File: config.mk
export PLATFORM = sky130hd
export DESIGN_NAME = mem_ctrl
export DESIGN_NICKNAME = d
export VERILOG_FILES = /design/src/rtl/mem_ctrl.sv
export SDC_FILE = /design/constraint.sdc
export NUM_CORES = 1
export LEC_CHECK = 0
export BUFFER_PORTS_ARGS = -buffer_cell sky130_fd_sc_hd__buf_2
export CAP_MARGIN = 20
export CORE_MARGIN = 2
export CORE_UTILIZATION = 54
export DETAILED_ROUTE_END_ITERATION = 7
export MAX_ROUTING_LAYER = met4
export PLACE_DENSITY = 0.94
export SYNTH_ARGS = -nofsm -noshare
export SYNTH_HDL_FRONTEND = slang
export SYNTH_SLANG_ARGS = --single-unit
File: constraint.sdc
create_clock -name clk -period 4.3 [get_ports clk]
set_input_delay 0.86 -clock clk [delete_from_list [all_inputs] [get_ports clk]]
set_output_delay 0.86 -clock clk [all_outputs]
set_load 0.01 [all_outputs]
File: src/rtl/mem_ctrl.sv
// mem_ctrl: arbitrates an instruction-fetch port and a data port onto a
// single byte-wide synchronous RAM, moving 1, 2 or 4 bytes per transaction.
// Latency: accept edge to done pulse is n+1 cycles (word = 5 cycles), one
// DONE cycle then one IDLE cycle between transactions.
// Backpressure: requesters hold if_ce / mem_req until their done pulse; no new
// request is taken while busy or in DONE. Data access wins over fetch.
// Ports:
//   clk, rst                  - clock, synchronous active-high reset
//   if_ce/if_raddr/cancel     - fetch request, byte address, fetch abort
//   if_mem_ctrl_done/rdata    - fetch done pulse and fetched word
//   mem_req/we/addr/width/wdata - data request (width 0=byte,1=half,2/3=word)
//   mem_done/mem_rdata        - data done pulse and zero-extended read data
//   ram_a/ram_wr/ram_dout/ram_din - byte RAM, read data one cycle after ram_a
module mem_ctrl #(
  parameter int RAM_ADDR_W = 17
) (
  input  logic                  clk,
  input  logic                  rst,
  input  logic                  if_ce,
  input  logic [31:0]           if_raddr,
  input  logic                  cancel,
  output logic                  if_mem_ctrl_done,
  output logic [31:0]           rdata,
  input  logic                  mem_req,
  input  logic                  mem_we,
  input  logic [31:0]           mem_addr,
  input  logic [1:0]            mem_width,
  input  logic [31:0]           mem_wdata,
  output logic                  mem_done,
  output logic [31:0]           mem_rdata,
  output logic [RAM_ADDR_W-1:0] ram_a,
  output logic                  ram_wr,
  output logic [7:0]            ram_dout,
  input  logic [7:0]            ram_din
);

  typedef enum logic [2:0] {IDLE, IF_RD, MEM_RD, MEM_WR, DONE} state_t;

  state_t      state_q, state_d;
  logic [31:0] addr_q, addr_d;          // current byte address, full 32 bits so +1 wraps mod 2^32
  logic [1:0]  cnt_q, cnt_d;            // index of the byte currently on ram_a
  logic [1:0]  last_q, last_d;          // n-1
  logic [31:0] wdat_q, wdat_d;          // remaining write bytes, next one in [7:0]
  logic [31:0] buf_q, buf_d;            // read bytes captured so far
  logic        src_mem_q, src_mem_d;
  logic        is_wr_q, is_wr_d;
  logic        ram_wr_q, ram_wr_d;
  logic [7:0]  ram_dout_q, ram_dout_d;
  logic        if_done_q, if_done_d;
  logic        mem_done_q, mem_done_d;
  logic [31:0] rdata_q, rdata_d;
  logic [31:0] mem_rdata_q, mem_rdata_d;
  logic [31:0] merged;

  // The last read byte arrives on ram_din during DONE itself, so the result
  // presented in DONE folds it in combinationally; it is registered at the
  // DONE edge and held from then on.
  assign merged = buf_q | ({24'd0, ram_din} << {cnt_q, 3'b000});

  always_comb begin
    state_d     = state_q;
    addr_d      = addr_q;
    cnt_d       = cnt_q;
    last_d      = last_q;
    wdat_d      = wdat_q;
    buf_d       = buf_q;
    src_mem_d   = src_mem_q;
    is_wr_d     = is_wr_q;
    ram_wr_d    = 1'b0;
    ram_dout_d  = ram_dout_q;
    if_done_d   = 1'b0;
    mem_done_d  = 1'b0;
    rdata_d     = rdata_q;
    mem_rdata_d = mem_rdata_q;

    case (state_q)
      IDLE: begin
        if (mem_req) begin
          state_d   = mem_we ? MEM_WR : MEM_RD;
          addr_d    = mem_addr;
          cnt_d     = 2'd0;
          last_d    = (mem_width == 2'd0) ? 2'd0 : (mem_width == 2'd1) ? 2'd1 : 2'd3;
          src_mem_d = 1'b1;
          is_wr_d   = mem_we;
          buf_d     = 32'd0;
          if (mem_we) begin
            ram_wr_d   = 1'b1;
            ram_dout_d = mem_wdata[7:0];
            wdat_d     = {8'd0, mem_wdata[31:8]};
          end
        end else if (if_ce && !cancel) begin
          state_d   = IF_RD;
          addr_d    = if_raddr;
          cnt_d     = 2'd0;
          last_d    = 2'd3;
          src_mem_d = 1'b0;
          is_wr_d   = 1'b0;
          buf_d     = 32'd0;
        end
      end

      IF_RD, MEM_RD: begin
        if (state_q == IF_RD && cancel) begin
          state_d = IDLE;
        end else begin
          // ram_din now carries the byte addressed one cycle earlier
          if (cnt_q != 2'd0) begin
            buf_d = buf_q | ({24'd0, ram_din} << {cnt_q - 2'd1, 3'b000});
          end
          if (cnt_q == last_q) begin
            state_d    = DONE;
            if_done_d  = !src_mem_q;
            mem_done_d = src_mem_q;
          end else begin
            cnt_d  = cnt_q + 2'd1;
            addr_d = addr_q + 32'd1;
          end
        end
      end

      MEM_WR: begin
        if (cnt_q == last_q) begin
          state_d    = DONE;
          mem_done_d = 1'b1;
        end else begin
          cnt_d      = cnt_q + 2'd1;
          addr_d     = addr_q + 32'd1;
          ram_wr_d   = 1'b1;
          ram_dout_d = wdat_q[7:0];
          wdat_d     = {8'd0, wdat_q[31:8]};
        end
      end

      DONE: begin
        state_d = IDLE;
        if (!src_mem_q) begin
          rdata_d = merged;
        end else if (!is_wr_q) begin
          mem_rdata_d = merged;
        end
      end

      default: state_d = IDLE;
    endcase
  end

  always_ff @(posedge clk) begin
    if (rst) begin
      state_q     <= IDLE;
      addr_q      <= 32'd0;
      cnt_q       <= 2'd0;
      last_q      <= 2'd0;
      wdat_q      <= 32'd0;
      buf_q       <= 32'd0;
      src_mem_q   <= 1'b0;
      is_wr_q     <= 1'b0;
      ram_wr_q    <= 1'b0;
      ram_dout_q  <= 8'd0;
      if_done_q   <= 1'b0;
      mem_done_q  <= 1'b0;
      rdata_q     <= 32'd0;
      mem_rdata_q <= 32'd0;
    end else begin
      state_q     <= state_d;
      addr_q      <= addr_d;
      cnt_q       <= cnt_d;
      last_q      <= last_d;
      wdat_q      <= wdat_d;
      buf_q       <= buf_d;
      src_mem_q   <= src_mem_d;
      is_wr_q     <= is_wr_d;
      ram_wr_q    <= ram_wr_d;
      ram_dout_q  <= ram_dout_d;
      if_done_q   <= if_done_d;
      mem_done_q  <= mem_done_d;
      rdata_q     <= rdata_d;
      mem_rdata_q <= mem_rdata_d;
    end
  end

  assign if_mem_ctrl_done = if_done_q;
  assign mem_done         = mem_done_q;
  assign ram_wr           = ram_wr_q;
  assign ram_dout         = ram_dout_q;
  assign ram_a            = addr_q[RAM_ADDR_W-1:0];
  assign rdata            = (state_q == DONE && !src_mem_q) ? merged : rdata_q;
  assign mem_rdata        = (state_q == DONE && src_mem_q && !is_wr_q) ? merged : mem_rdata_q;

endmodule

==> summary.md, run 1 <==
| Metric | Value |
|---|---|
| DP HPWL | 11,000 um |
| Register area | 3140 um2 |
| Top_reg_cell synth | dfxtp_1 |
| Drt pass-1 iters | 5 |
| Max-slew violations | 0 |
| IO buf count | 173 |
| Initial antenna violation count | 0 |
| Largest net degree at the start of global routing | 97 |
| Gpl congestion | 0.887 |
| Flops & latches, synth | 157 |
| Die Y | 116 um |
| Via count | 6,471 |
| Post-cts resize count | 0 |
| Worst IR Drop VDD | 0.305 mV |
| GRT Util Overall | 25.3% |
| Num CTS Buffers | 17 |
| Starting Density | 54.7% |
| Clk sinks | 157 |
| Row count | 41 |
| Layout Area Growth over Synthesis | 21.6% |
| Hold path cells | 2 |
| Busiest grt layer | met2 |
| Worst hold path type | flop to flop |
| Setup TNS | 0 ns |
| Drt wl/cell | 14.5 um |
| CP endpoint kind | output port |
| H-tree depth | 4 |
| Multi-input gate area | 3340 um2 |
| Root Buffer | clkbuf_16 |
| Setup Fix Bufs, Post-CTS | 0 |
| Fill cell count | 1,048 |
| WL final | 16,900 um |
| Nets@finish | 1,092 |
| Register area share after synthesis | 46.1% |
| Worst-Margin Slew | 1.08 ns |
| Clock transition at path regs | 0.06 ns |
| Core area | 12,500 um2 |
| Slew headroom | 27.9% |
| CTS tree | done |
| RSZ-0062 raised after global routing | false |
| I/O pin count | 204 |
| Skew-Pair Late Insertion Delay | 0.42 ns |
| R2R cell count | 6 |
| Fin crit share | 81.0% |
| Clock tree buffer depth | 2 |
| Hold Buf Count CTS | 0 |
| Hold violation count in the final report | 0 |
| Met3 GRT Util | 4.98% |
| Crit-path max FO | 96 |
| Post-synth ARST share | 0% |
| Post-Synthesis Cells | 848 |
| Max Cap Viol | 0 |
| Finished Layout Cells | 1,163 |
| Final-report setup violation count | 0 |
| N_diodes | 0 |
| DRT antenna net count | 0 |
| Status | finished, final reports clean |
| CP required | 3.44 ns |
| Fmax | 287 MHz |
| Horiz. Die Dim | 116 um |
| Inst Count DP | 1,130 |
| Cell variety after synth | 48 |
| Congestion Overflow GR | 0 |
| Synthesized area | 6820 um2 |
| Share of layout cells above drive strength 1 | 22.6% |
| Met1 Use GR | 33.3% |
| Clock skew | 0.00542 ns |
| Post-synth net total | 962 |
| Worst Setup Path Type | flop to output port |
| Die area | 13,500 um2 |
| Synth Warn # | 0 |
| Vias per cell | 5.56 |
| Number of synthesized flops with an enable pin | 0 |
| # DRC | 0 |
| Minimum clock period | 3.48 ns |
| Power Density | 539 nW/um2 |
| First DRT Iteration DRCs | 611 |
| CP Data Arrival Time | 2.62 ns |
| Vias in the first global route | 5,662 |
| Mapped Avg Cell Area | 8.04 um2 |
| First-pass GRT wire length | 26,700 um |
| Worst Setup Start Kind | flop |
| Total leakage power | 3.43 nW |
| Routing usage on met2 | 39.1% |
## worst paths after layout
check	to	startpoint	slack (ns)
hold reg to reg	wdat_q[19]	wdat_q[19]	0.45
setup / recovery	rdata[27]	state_q[0]	0.82
hold / removal	wdat_q[19]	wdat_q[19]	0.45
setup reg to reg	wdat_q[12]	state_q[1]	1.84
## cells in the final DEF, fill, tap and decap left out, drive strengths merged, types with 2 or more instances in the layout
master / count
bufinv: 4
dfxtp: 157
a31oi: 10
clkbuf: 22
nand2: 87
and4: 2
o21ai: 49
nor4: 5
a311oi: 25
nand4: 3
a21oi: 129
nand2b: 8
o21bai: 3
a211o: 2
mux2i: 17
inv: 11
clkinv: 4
a41oi: 2
buf: 180
xnor2: 2
a211oi: 33
nor2: 120
and2: 2
ha: 2
nor3: 15
o22ai: 5
nand3: 40
and3: 3
nor2b: 34
nor3b: 2
## worst max-delay path: stages, from the launching register on
cell     delay [ns]
dfxtp_1        0.30
buf_4          0.24
nor2_2         0.22
nand2_1        0.12
nor2_4         0.10
buf_4          0.65
nor2_1         0.12
a21oi_1        0.19
buf_2          0.16
## power by group
part,switching (mW),leakage (nW),internal [mW]
clock,0.579,0.304,1.00
sequential,0.128,1.28,1.62
combinational,0.734,1.85,0.406
total,1.44,3.43,3.02
## metrics by stage
step | cell area, um2 | hold slack, ns | util, % | total power [mW] | setup slack, ns
after floorplan | 6820 | 0.432 | - | 2.57 | 1.90
after global placement | 7640 | 0.440 | 61.3 | 2.86 | 1.35
after detailed placement | 7640 | 0.445 | 61.3 | 2.89 | 1.31
after CTS | 8270 | 0.452 | 66.3 | 4.47 | 0.845
after global routing | 8280 | 0.473 | 66.5 | 4.71 | 0.589
final | 8280 | 0.454 | 66.5 | 4.47 | 0.815
## flip-flops by register name, summed over array words and instances (netlist names)
name,flops
rdata_q,32
last_q,2
addr_q,17
if_mem_ctrl_done,1
buf_q,32
state_q,3
is_wr_q,1
cnt_q,2
src_mem_q,1
mem_done,1
ram_dout,8
ram_wr,1
mem_rdata_q,32
wdat_q,24
## cells in the mapped netlist (2+ instances only)
cell type / instances / area share (%)
dfxtp_1: 157 / 46
a21oi_1: 129 / 9.5
nor2_1: 118 / 6.5
nand2_1: 87 / 4.8
clkbuf_1: 40 / 2.2
nand3_1: 40 / 2.9
o21ai_0: 38 / 2.8
nor2b_1: 34 / 3.1
a211oi_1: 33 / 3.6
a311oi_1: 25 / 3.2
buf_2: 19 / 1.4
mux2i_1: 17 / 2.5
o21ai_1: 11 / 0.81
a31oi_1: 10 / 0.92
nor3_1: 10 / 0.73
inv_1: 9 / 0.50
nand2b_1: 8 / 0.73
buf_1: 5 / 0.28
nor4_1: 5 / 0.46
o22ai_1: 5 / 0.46
nor3_4: 4 / 0.95
and3_1: 3 / 0.28
buf_6: 3 / 0.50
nand4_1: 3 / 0.28
o21bai_1: 3 / 0.33
a211o_1: 2 / 0.26
a41oi_1: 2 / 0.26
and2_1: 2 / 0.18
and4_1: 2 / 0.26
buf_4: 2 / 0.22
ha_1: 2 / 0.37
nor2_2: 2 / 0.18
nor3b_1: 2 / 0.22
xnor2_1: 2 / 0.26
## layout make-up
| class | count | area share, % |
|---|---|---|
| Multi-Input combinational cell | 612 | 40.3 |
| Sequential cell | 157 | 37.9 |
| Timing Repair Buffer | 180 | 11.2 |
| Clock buffer | 22 | 5.60 |
| Tap cell | 172 | 2.60 |
| Clock inverter | 10 | 1.93 |
| Inverter | 10 | 0.453 |
## kinds of logic (layout without fill, tap and decap cells)
| logic type | Yosys count | in the layout | share of synthesized area, % |
|---|---|---|---|
| flip-flops | 157 | 157 | 46.1 |
| adder cells (fa/ha/maj) | 3 | 3 | 0.532 |
| XOR/XNOR | 2 | 2 | 0.257 |
| multiplexers | 17 | 17 | 2.50 |
| AO/OA/AOI/OAI | 267 | 267 | 23.4 |
| buffers and inverters | 79 | 222 | 5.14 |
| AND/OR/NAND/NOR | 323 | 323 | 22.0 |
## layer usage
layer	share of wire, %	vias to the layer above
met4	1.7	0
met5	0	-
met3	5.9	29
met2	48	220
met1	45	2958
li1	-	3264
Note: power is estimated with default switching activity, not from simulation.
==> run 2: changes to the inputs <==
CORE_UTILIZATION = 52   (was 54)
PLACE_DENSITY = 0.91   (was 0.94)
clock period = 3.3 ns   (was 4.3 ns; I/O delays follow)
==> run 2 against run 1 <==
Against the previous run: die area rose by 3.7%; register-to-register slack lost 0.97 ns; combinational power grew 30%; clock power grew 35%; routed wire length up 1.8%; sequential share of layout area shrank 0.32 points; total power increased by 32%; flip-flop and latch count unchanged; clock-buffer cell count down 4.
==> summary.md, run 2 (synthesis results as in run 1) <==
| Metric | Value |
|---|---|
| Vias per cell | 5.58 (+0.33%) |
| Sw frac | 32.2% (-0.075 points) |
| Gpl congestion | 0.868 (-2.2%) |
| WL final | 17,200 um (+1.8%) |
| # DRC | 0 (unchanged) |
| RSZ-0062 raised after global routing | false |
| Clock skew | 0.00814 ns (+0.00272 ns) |
| GRT Util Overall | 24.8% (-0.49 points) |
| Met2 wire length | 8320 um (+3.3%) |
| Share of layout cells above drive strength 1 | 23.1% (+0.54 points) |
| Hold violation count in the final report | 0 (unchanged) |
| Minimum clock period | 3.03 ns |
| Drt wl/cell | 14.8 um (+1.6%) |
| Setup Fix Bufs, Post-CTS | 0 (unchanged) |
| Layout Area Growth over Synthesis | 22.6% |
| Congestion Overflow GR | 0 (unchanged) |
| Slew headroom | 28.6% (+0.75 points) |
| Total leakage power | 3.46 nW (+0.88%) |
| Worst Setup Path Type | flop to output port |
| Worst-Margin Slew | 1.07 ns (-0.0112 ns) |
| Clock share of power | 36.3% (+0.9 points) |
| Most common cell after layout, fill and taps aside | buf_2 |
| Horiz. Die Dim | 118 um (+1.8%) |
| Row count | 41 (unchanged) |
| Met1 wire length | 7580 um (+0.12%) |
| Final-report setup violation count | 0 (unchanged) |
| Psw | 1.90 mW (+32%) |
| Nets@finish | 1,095 (+0.27%) |
| First DRT Iteration DRCs | 532 (-13%) |
| Highest metal used | met4 |
| First-pass GRT wire length | 28,000 um (+5.1%) |
| Worst Setup Start Kind | flop |
| CP top delay family | flip-flops |
| Largest net degree at the start of global routing | 97 (unchanged) |
| CP endpoint kind | output port |
| Logic pwr share | 25.2% (-0.3 points) |
| Int Power | 4.00 mW (+32%) |
| Final core utilization | 65.7% (-0.79 points) |
| Power Density | 706 nW/um2 (+31%) |
| Starting Density | 53.6% (-1.1 points) |
| Num CTS Buffers | 17 (unchanged) |
| CTS tree | done |
| Skew-Pair Late Insertion Delay | 0.42 ns (about the same) |
| DP HPWL | 11,400 um (+3.5%) |
| Core area | 12,700 um2 (+2.1%) |
| Met3 WL | 1050 um (+6.3%) |
| Die Y | 118 um (+1.8%) |
| Max Cap Viol | 0 (unchanged) |
| Setup TNS | 0 ns (unchanged) |
| Slowest cell on crit path | dfxtp_1 |
| Most frequent cells in the layout | buf_2, dfxtp_1, a21oi_1, nor2_1, nand2_1 |
| IO buf count | 173 (unchanged) |
| Buffers and inverters on the worst path | 2 (-1) |
| Worst hold path type | flop to flop |
| Worst IR Drop VDD | 0.436 mV (+43%) |
| Drt pass-1 iters | 5 (unchanged) |
| Max-slew violations | 0 (unchanged) |
| CP Data Arrival Time | 2.37 ns (-0.25 ns) |
| Initial antenna violation count | 0 (unchanged) |
| Root Buffer | clkbuf_16 |
| N_diodes | 0 (unchanged) |
| Die area | 14,000 um2 (+3.7%) |
| Via count | 6,509 (+0.59%) |
| Fmax | 331 MHz |
| Status | finished, final reports clean |
| Clk sinks | 157 (unchanged) |
| Slowest Stage Delay on Critical Path | 0.62 ns (-0.03 ns) |
| Biggest regs | buf_q x32, mem_rdata_q x32, rdata_q x32 |
| Vias in the first global route | 5,954 (+5.2%) |
| Hold Buf Count CTS | 0 (unchanged) |
| Clock tree buffer depth | 2 (unchanged) |
| I/O pin count | 204 (unchanged) |
| Post-cts resize count | 0 (unchanged) |
| Sequential share of power | 38.5% (-0.6 points) |
| H-tree depth | 4 (unchanged) |
| CP cell instances | inv_2 > nor2_1 > a21oi_1 > o21ai_0 > buf_2 |
| CP required | 2.64 ns (-0.80 ns) |
| DRT antenna net count | 0 (unchanged) |
| Clock transition at path regs | 0.06 ns (about the same) |
| Crit-path max FO | 9 (-91%) |
| Fin crit share | 91.7% |
| Fill cell count | 1,138 (+8.6%) |
[run 2: changes by cell type in the layout (fill, tap and decap cells not counted), moves of 2 or more]
| cell | change |
|---|---|
| clkinv_4 | +2 |
| clkbuf_1 | -3 |
| buf_4 | +2 |
| buf_12 | +2 |
[run 2: worst paths after layout]
kind	endpoint	slack (ns)	cells past startpoint	startpoint
hold reg to reg	wdat_q[16]	0.45	2	wdat_q[16]
hold / removal	wdat_q[16]	0.45	2	wdat_q[16]
setup reg to reg	buf_q[24]	0.87	7	cnt_q[0]
setup / recovery	mem_rdata[14]	0.27	5	cnt_q[0]
[run 2: layout make-up]
class / instances / area [um2] / area share (%)
multi-input combinational: 612 / 3340 / 39.9
sequential: 157 / 3140 / 37.6
timing repair buffer: 183 / 968 / 11.6
clock buffer: 18 / 439 / 5.26
clock inverter: 14 / 215 / 2.58
tap: 172 / 215 / 2.58
inverter: 10 / 37.5 / 0.449
[run 2: power groups by stage]
stage	registers, mW	clock network (mW)	logic (mW)
final	2.27	2.14	1.48
after global placement	2.30	0	1.44
after detailed placement	2.31	0	1.47
after CTS	2.27	2.16	1.48
after floorplan	2.29	0	1.05
after global routing	2.30	2.25	1.65
[run 2: metal layers]
layer | GRT usage (%) | up-vias
li1 | - | 3275
met1 | 31.8 | 3018
met2 | 39.1 | 190
met3 | 6.23 | 26
met4 | 6.92 | 0
met5 | - | -
[run 2: stage by stage]
stage	hold WS (ns)	setup slack, ns	instances	instance area, um2	power (mW)
after floorplan	0.432	1.19	848	6820	3.35
after global placement	0.440	0.730	1134	7700	3.74
after detailed placement	0.446	0.745	1134	7700	3.78
after CTS	0.455	0.284	1166	8350	5.92
after global routing	0.487	0.108	1166	8350	6.20
final	0.453	0.275	1166	8350	5.90
[run 2: worst register-to-register path: stages (launching register included)]
cell and delay (ns):
dfxtp_1 0.62, inv_2 0.21, ha_1 0.26, maj3_2 0.31, a311o_4 0.45, nor3_4 0.30, a21oi_1 0.12, nor2_1 0.11
